### src/rtl/fclass_arbiter.sv
// fclass_arbiter: round-robin sharing of one FCLASS.S classifier among NUM_REQ requesters.
// Define FCLASS_ONEHOT_CHK_EN to flag classifier results that are not exactly one-hot.
module fclass_arbiter #(
  parameter int NUM_REQ     = 4,
  parameter int ID_W        = 2,
  parameter int TIMEOUT_CYC = 16
) (
  input  logic                 clk,
  input  logic                 rst,
  input  logic [NUM_REQ-1:0]   req_valid,
  output logic [NUM_REQ-1:0]   req_ready,
  input  logic [NUM_REQ*32-1:0] req_data,
  output logic                 rsp_valid,
  input  logic                 rsp_ready,
  output logic [ID_W-1:0]      rsp_id,
  output logic [9:0]           rsp_result,
  output logic                 rsp_err,
  output logic                 cls_start,
  output logic [31:0]          cls_fp_in,
  input  logic [9:0]           cls_result,
  input  logic                 cls_done,
  output logic                 busy
);
  typedef enum logic [1:0] {IDLE, ISSUE, RESP} state_t;
  localparam int CW    = TIMEOUT_CYC > 0 ? $clog2(TIMEOUT_CYC + 1) : 1;
  localparam int TO_M1 = TIMEOUT_CYC > 0 ? TIMEOUT_CYC - 1 : 0;
  state_t          state_q, state_d;
  logic [ID_W-1:0] rr_q, rr_d, id_q, id_d, g;
  logic [31:0]     op_q, op_d;
  logic [9:0]      res_q, res_d;
  logic            err_q, err_d, any, timeout, bad;
  logic [CW-1:0]   cnt_q, cnt_d;
  // Scan downward so the requester closest after rr_q wins.
  always_comb begin
    g = '0;
    for (int i = NUM_REQ; i >= 1; i--)
      if (req_valid[(int'(rr_q) + i) % NUM_REQ]) g = ID_W'((int'(rr_q) + i) % NUM_REQ);
  end
  assign any     = |req_valid;
  assign timeout = (TIMEOUT_CYC != 0) && (cnt_q == CW'(TO_M1));
`ifdef FCLASS_ONEHOT_CHK_EN
  assign bad = !((cls_result != 10'd0) && ((cls_result & (cls_result - 10'd1)) == 10'd0));
`else
  assign bad = 1'b0;
`endif
  always_comb begin
    state_d = state_q;
    rr_d    = rr_q;
    id_d    = id_q;
    op_d    = op_q;
    res_d   = res_q;
    err_d   = err_q;
    cnt_d   = cnt_q;
    case (state_q)
      IDLE: if (any) begin
        state_d = ISSUE;
        rr_d    = g;
        id_d    = g;
        op_d    = req_data[32*int'(g) +: 32];
        cnt_d   = '0;
      end
      ISSUE: if (cls_done) begin
        state_d = RESP;
        res_d   = cls_result;
        err_d   = bad;
      end else if (timeout) begin
        state_d = RESP;
        res_d   = '0;
        err_d   = 1'b1;
      end else cnt_d = cnt_q + CW'(1);
      RESP: state_d = rsp_ready ? IDLE : RESP;
      default: state_d = IDLE;
    endcase
  end
  always_ff @(posedge clk or posedge rst)
    if (rst) begin
      state_q <= IDLE;
      rr_q    <= ID_W'(NUM_REQ - 1);
      id_q    <= '0;
      op_q    <= '0;
      res_q   <= '0;
      err_q   <= 1'b0;
      cnt_q   <= '0;
    end else begin
      state_q <= state_d;
      rr_q    <= rr_d;
      id_q    <= id_d;
      op_q    <= op_d;
      res_q   <= res_d;
      err_q   <= err_d;
      cnt_q   <= cnt_d;
    end
  assign req_ready  = (state_q == IDLE && any) ? NUM_REQ'(1) << g : '0;
  assign rsp_valid  = state_q == RESP;
  assign rsp_id     = id_q;
  assign rsp_result = res_q;
  assign rsp_err    = err_q;
  assign cls_start  = state_q == ISSUE;
  assign cls_fp_in  = op_q;
  assign busy       = state_q != IDLE;
endmodule

### config.mk
export PLATFORM = sky130hd
export DESIGN_NAME = fclass_arbiter
export DESIGN_NICKNAME = d
export VERILOG_FILES = /design/src/rtl/fclass_arbiter.sv
export SDC_FILE = /design/constraint.sdc
export NUM_CORES = 1
export LEC_CHECK = 0
export ABC_CLOCK_PERIOD_IN_PS = 5600
export CAP_MARGIN = 20
export CORE_MARGIN = 10
export CORE_UTILIZATION = 40
export CTS_BUF_LIST = sky130_fd_sc_hd__clkbuf_16
export DETAILED_ROUTE_END_ITERATION = 6
export PLACE_DENSITY_LB_ADDON = 0.15
export SLEW_MARGIN = 15
export SYNTH_ARGS = -nofsm -noshare
export SYNTH_HDL_FRONTEND = slang
export SYNTH_SLANG_ARGS = --single-unit
### constraint.sdc
create_clock -name clk -period 5.6 [get_ports clk]
set_clock_uncertainty 0.1 [all_clocks]
set_input_delay 1.12 -clock clk [delete_from_list [all_inputs] [get_ports clk]]
set_output_delay 1.12 -clock clk [all_outputs]
set_load 0.02 [all_outputs]
* After elaboration in Yosys (flattened, before gate mapping)
Cells that the tools add are included. Widths: inputs -> output; s select.
Word-level totals: logic and storage cells 73, bits of input ports 146, flip-flop bits (word level) 54, output and inout port bits 52
Cells by class: bitwise logic cells 4, order comparisons 4, shifts and indexed selects 2, add/subtract/negate cells 5, muxes and demuxes 30, equal/unequal tests 7, reduce and logical (&&, ||, !) cells 14
Operators with widths (count):
- $shiftx 128x8->32 | 1
- $mux 10 | 2
- $lt 3x4->1 const B | 4
- $mux 2 | 8
- $mux 5 | 3
- $mux 1 | 10
- $pmux 5 s2 | 1
- $bmux 1 s2 | 4
- $reduce_or 2->1 | 4
- $ne 2x2->1 const B | 3
- $pmux 2 s3 | 1
- $reduce_and 2->1 | 3
- $reduce_bool 2->1 | 3
- $add 5x1->5 const B | 1
- $eq 5x4->1 const B | 1
- $add 2x1->2 const B | 2
- $add 2x2->2 const B | 2
- $and 1x1->1 const A | 4
- $mux 4 | 1
- $reduce_and 4->1 | 1
- $reduce_or 4->1 | 1
- $shl 1x2->4 const A | 1
- $ne 3x1->1 const B | 1
- $eq 2x1->1 const B | 1
- 3 further kinds | 3

* Depth between registers and ports, before layout
depth in word-level cells 12, gate-level depth with buffers 8, mapped depth without buffers 7

* Least setup slack after synthesis
OpenSTA, ideal clock, no wires.
path type in2out, from input port req_valid[3], to output port req_ready[0], path buffers 2, slack 1.755 ns, data required time 4.380 ns, stages on the path 6, arrival time 2.625 ns, cell sequence nor2b_1 > o21a_1 > buf_2 > clkbuf_1 > or3_1 > nor3_1
On the way: longest elaborated chain between the ends 9, elaborated cells on any way between the ends 20, those cells by class shift: 1; mux: 17; reduce/logical: 2
Ends and longest elaborated chain:
- start: declaration | line 10 | input logic [NUM_REQ-1:0] req_valid,
- $bmux 1 s2 | line 37 | if (req_valid[(int'(rr_q) + i) % NUM_REQ]) g = ID_W'((int'(rr_q) + i) % NUM_REQ);
- $mux 1 (implied by the code) (2 in series) | line 37
- $mux 2 (4 in series) | line 37
- $shl 1x2->4 | line 93 | assign req_ready = (state_q == IDLE && any) ? NUM_REQ'(1) << g : '0;
- $mux 4 * | line 93
- end: declaration | line 11 | output logic [NUM_REQ-1:0] req_ready,
Every way passes the cells marked *; elsewhere a longest branch is shown, timed or not. The select of a mux whose other input is x is not followed.

* Worst setup path in the final report
from input port req_valid[1], to output port req_ready[0]
Same word-level chain as after synthesis.

==> flow_metrics.py <==
metrics = {
    "run_status": {
        "status": "completed",
    },
    "final_layout": {
        "final_cell_mix": "clkdlybuf4s50_1 (197), a211oi_1 (64), dfrtp_1 (52)",
        "layout.nets": 647,
        "antenna_cells": 0,
        "stdcell_count": 602,
        "fillCellCount": 598,
        "drive_gt1_frac": 0.0520,
        "area_delta_synth_final_pct": 71.4,
        "finalInstanceArea_sq_mm": 0.00535,
        "layout_commonest_cell": "clkdlybuf4s50_1",
    },
    "routing": {
        "drtIter0Drc": 119,
        "via_count": 3283,
        "wire_per_inst_microns": 19.9,
        "drc": 0,
        "antenna_left": 0,
        "routed_via_density": 5.45,
        "totalWireLength_microns": 12000,
        "dr.pass1.iters": 4,
    },
    "flow_run": {
        "drv_cap": 0,
    },
    "clocking": {
        "cts.hold.buffers_added": 0,
        "htree_levels": 2,
        "cts_sinks": 54,
        "cts_tree": "yes",
        "cts_resized": 0,
        "cts_buffers": 5,
        "cts_setup_buffers": 0,
        "cts_buffer_depth": 2,
        "cts-root-buf": "clkbuf_16",
        "clkLatencyLatePin_ns": 0.29,
        "clkTransAtPathRegs_ns": 0.07,
    },
    "pwr": {
        "power_density_mw_per_mm2": 478,
        "peakVddDrop_uv": 259,
        "power_leakage_nw": 2.11,
    },
    "timing": {
        "fin_tns_setup_ns": 0,
        "tightest_slew_ns": 0.888,
        "setup_violations": 0,
        "rsz0062_at_grt": "false",
        "max_freq_mhz": 215,
        "period_minus_slack_ns": 4.64,
        "max-slew-margin-rel": 0.408,
        "maxSlewViolCount": 0,
        "hold_violations": 0,
        "fin_crit_sh": 0.829,
    },
    "worst_setup_path": {
        "end_kind": "primary output",
        "reg2reg_depth": 6,
        "crit_fanout": 33,
        "r2r-start": "rr_q[0]",
        "reg2reg_slack_ns": 3.09,
        "cpMostUsedCell": "clkdlybuf4s50_1",
        "worstPathCellList": "clkdlybuf4s50_1, nor2_1, nor3_4, buf_4, or3_1, nor3_1, clkdlybuf4s50_1",
        "crit_type": "primary input to primary output",
        "crit_required_ns": 4.38,
        "r2r_end": "cls_fp_in[4]",
        "max_stage_delay_ns": 0.64,
        "critPathLaunchType": "primary input",
        "cp_slowest_cell": "clkdlybuf4s50_1",
        "arrival_ns": 3.42,
    },
    "floorplanning": {
        "core.rowCount": 32,
        "die_w_microns": 108,
        "coreArea_sq_mm": 0.00765,
        "pin_count": 198,
        "die-height_microns": 108,
        "start_util": 0.408,
        "die_area_sq_mm": 0.0117,
    },
    "placement": {
        "dpl-instance-area_sq_mm": 0.00518,
        "dp_hpwl_microns": 9150,
        "placed_cells": 594,
        "io_buffers": 197,
        "globalplace.congestion": 0.866,
    },
    "synth": {
        "synth_area_sq_mm": 0.00312,
        "yosysTopAreaCell": "dfrtp_1",
        "synth.top_cell.area_share": 0.417,
        "synth.area.top_cells": "dfrtp_1 (42%), a211oi_1 (15%), mux2i_1 (10%)",
        "syn_nets": 462,
        "synth_cell_types": 33,
        "synthCells": 314,
        "ys_seq_area_frac": 0.434,
        "ys.warnings.count": 0,
        "yosys_register_bits": 54,
        "avgSynthCellArea_sq_um": 9.94,
    },
    "min_path": {
        "whs_path_depth": 2,
        "min_to": "rsp_id[1]",
        "min_from": "rsp_id[1]",
        "hold_path.class": "flop to flop",
    },
    "global_routing": {
        "antenna_found_initial": 0,
        "grt_max_degree": 67,
        "grt_pass1_vias": 3404,
        "grt_pass1_wl_microns": 18000,
        "grt-ovfl-total": 0,
        "grt.total_usage": 0.194,
    },
}
==> area by class of cell <==
type                       count  area (sq um)  area share
timing repair buffer         206          2040       0.381
clock inverter                 3          41.3     0.00772
clock buffer                   5           125      0.0234
multi-input combinational    227          1640       0.307
sequential                    54          1350       0.253
tap                          102           128      0.0239
inverter                       5          18.8     0.00351
==> cells in the mapped netlist <==
library cell	n
a211oi_1	64
dfrtp_1	52
nor2_1	43
o31a_1	33
mux2i_1	32
clkbuf_1	17
a22o_1	10
nand2_1	8
buf_2	7
a21oi_1	5
inv_1	5
nand2b_1	4
buf_4	3
nor2b_1	3
nor3_1	3
o21ai_0	3
dfstp_2	2
ha_1	2
o31ai_1	2
or3_1	2
xor2_1	2
and2_1	1
and3_1	1
buf_1	1
nand2_2	1
nand3_1	1
nand4_1	1
nor3_2	1
nor3_4	1
o21a_1	1
o21ai_1	1
o221a_2	1
or2_2	1
==> flip-flops by register name, summed over array words and instances, names as in the netlist <==
name / cells
rsp_err: 1
cnt_q: 5
cls_fp_in: 32
rsp_id: 2
rr_q: 2
state_q: 2
rsp_result: 10
==> worst max-delay path, delay by kind of cell <==
kind	cells	cell delay [ns]
and+or+nand+nor	4	0.91
buffers and inverters	3	1.38
==> power breakdown <==
| part | total, W | switching [W] | leakage, nW | internal, W |
|---|---|---|---|---|
| Combinational | 0.00152 | 0.000826 | 1.40 | 0.000699 |
| Sequential | 0.000685 | 0.000105 | 0.629 | 0.000580 |
| Clock | 0.000348 | 0.000138 | 0.0812 | 0.000209 |
==> through the flow <==
step,hold WS [ns],util,power [W],setup slack (ns)
3_5_place_dp,0.377,0.678,0.00223,0.985
5_1_grt,0.434,0.700,0.00273,0.860
2_1_floorplan,0.359,-,0.00157,1.75
3_3_place_gp,0.378,0.678,0.00220,1.00
4_1_cts,0.397,0.700,0.00258,0.971
6_report,0.402,0.700,0.00256,0.959
==> cell families after synthesis <==
group                    synth area share
AO/OA/AOI/OAI                       0.300
AND/OR/NAND/NOR                     0.104
flip-flops                          0.434
buffers and inverters              0.0461
multiplexers                        0.103
XOR/XNOR                          0.00561
adder cells (fa/ha/maj)           0.00801
==> worst max path at each step <==
stage | start | endpoint | slack, ns | cells past startpoint
after CTS | req_valid[1] | req_ready[0] | 0.97 | 7
after global placement | req_valid[1] | req_ready[0] | 1.00 | 7
after global routing | req_valid[1] | req_ready[0] | 0.86 | 7
after detailed placement | req_valid[1] | req_ready[0] | 0.98 | 7
after floorplan | req_valid[3] | req_ready[0] | 1.75 | 6
final | req_valid[1] | req_ready[0] | 0.96 | 7
==> layer usage <==
layer  GRT usage  share of wire  vias up
met5           0              0        -
met4      0.0546          0.019        0
met3      0.0791          0.096       14
met2       0.344           0.52      146
met1       0.208           0.37     1551
li1            -              -     1572
No activity file was read; power rests on OpenSTA's default activity.
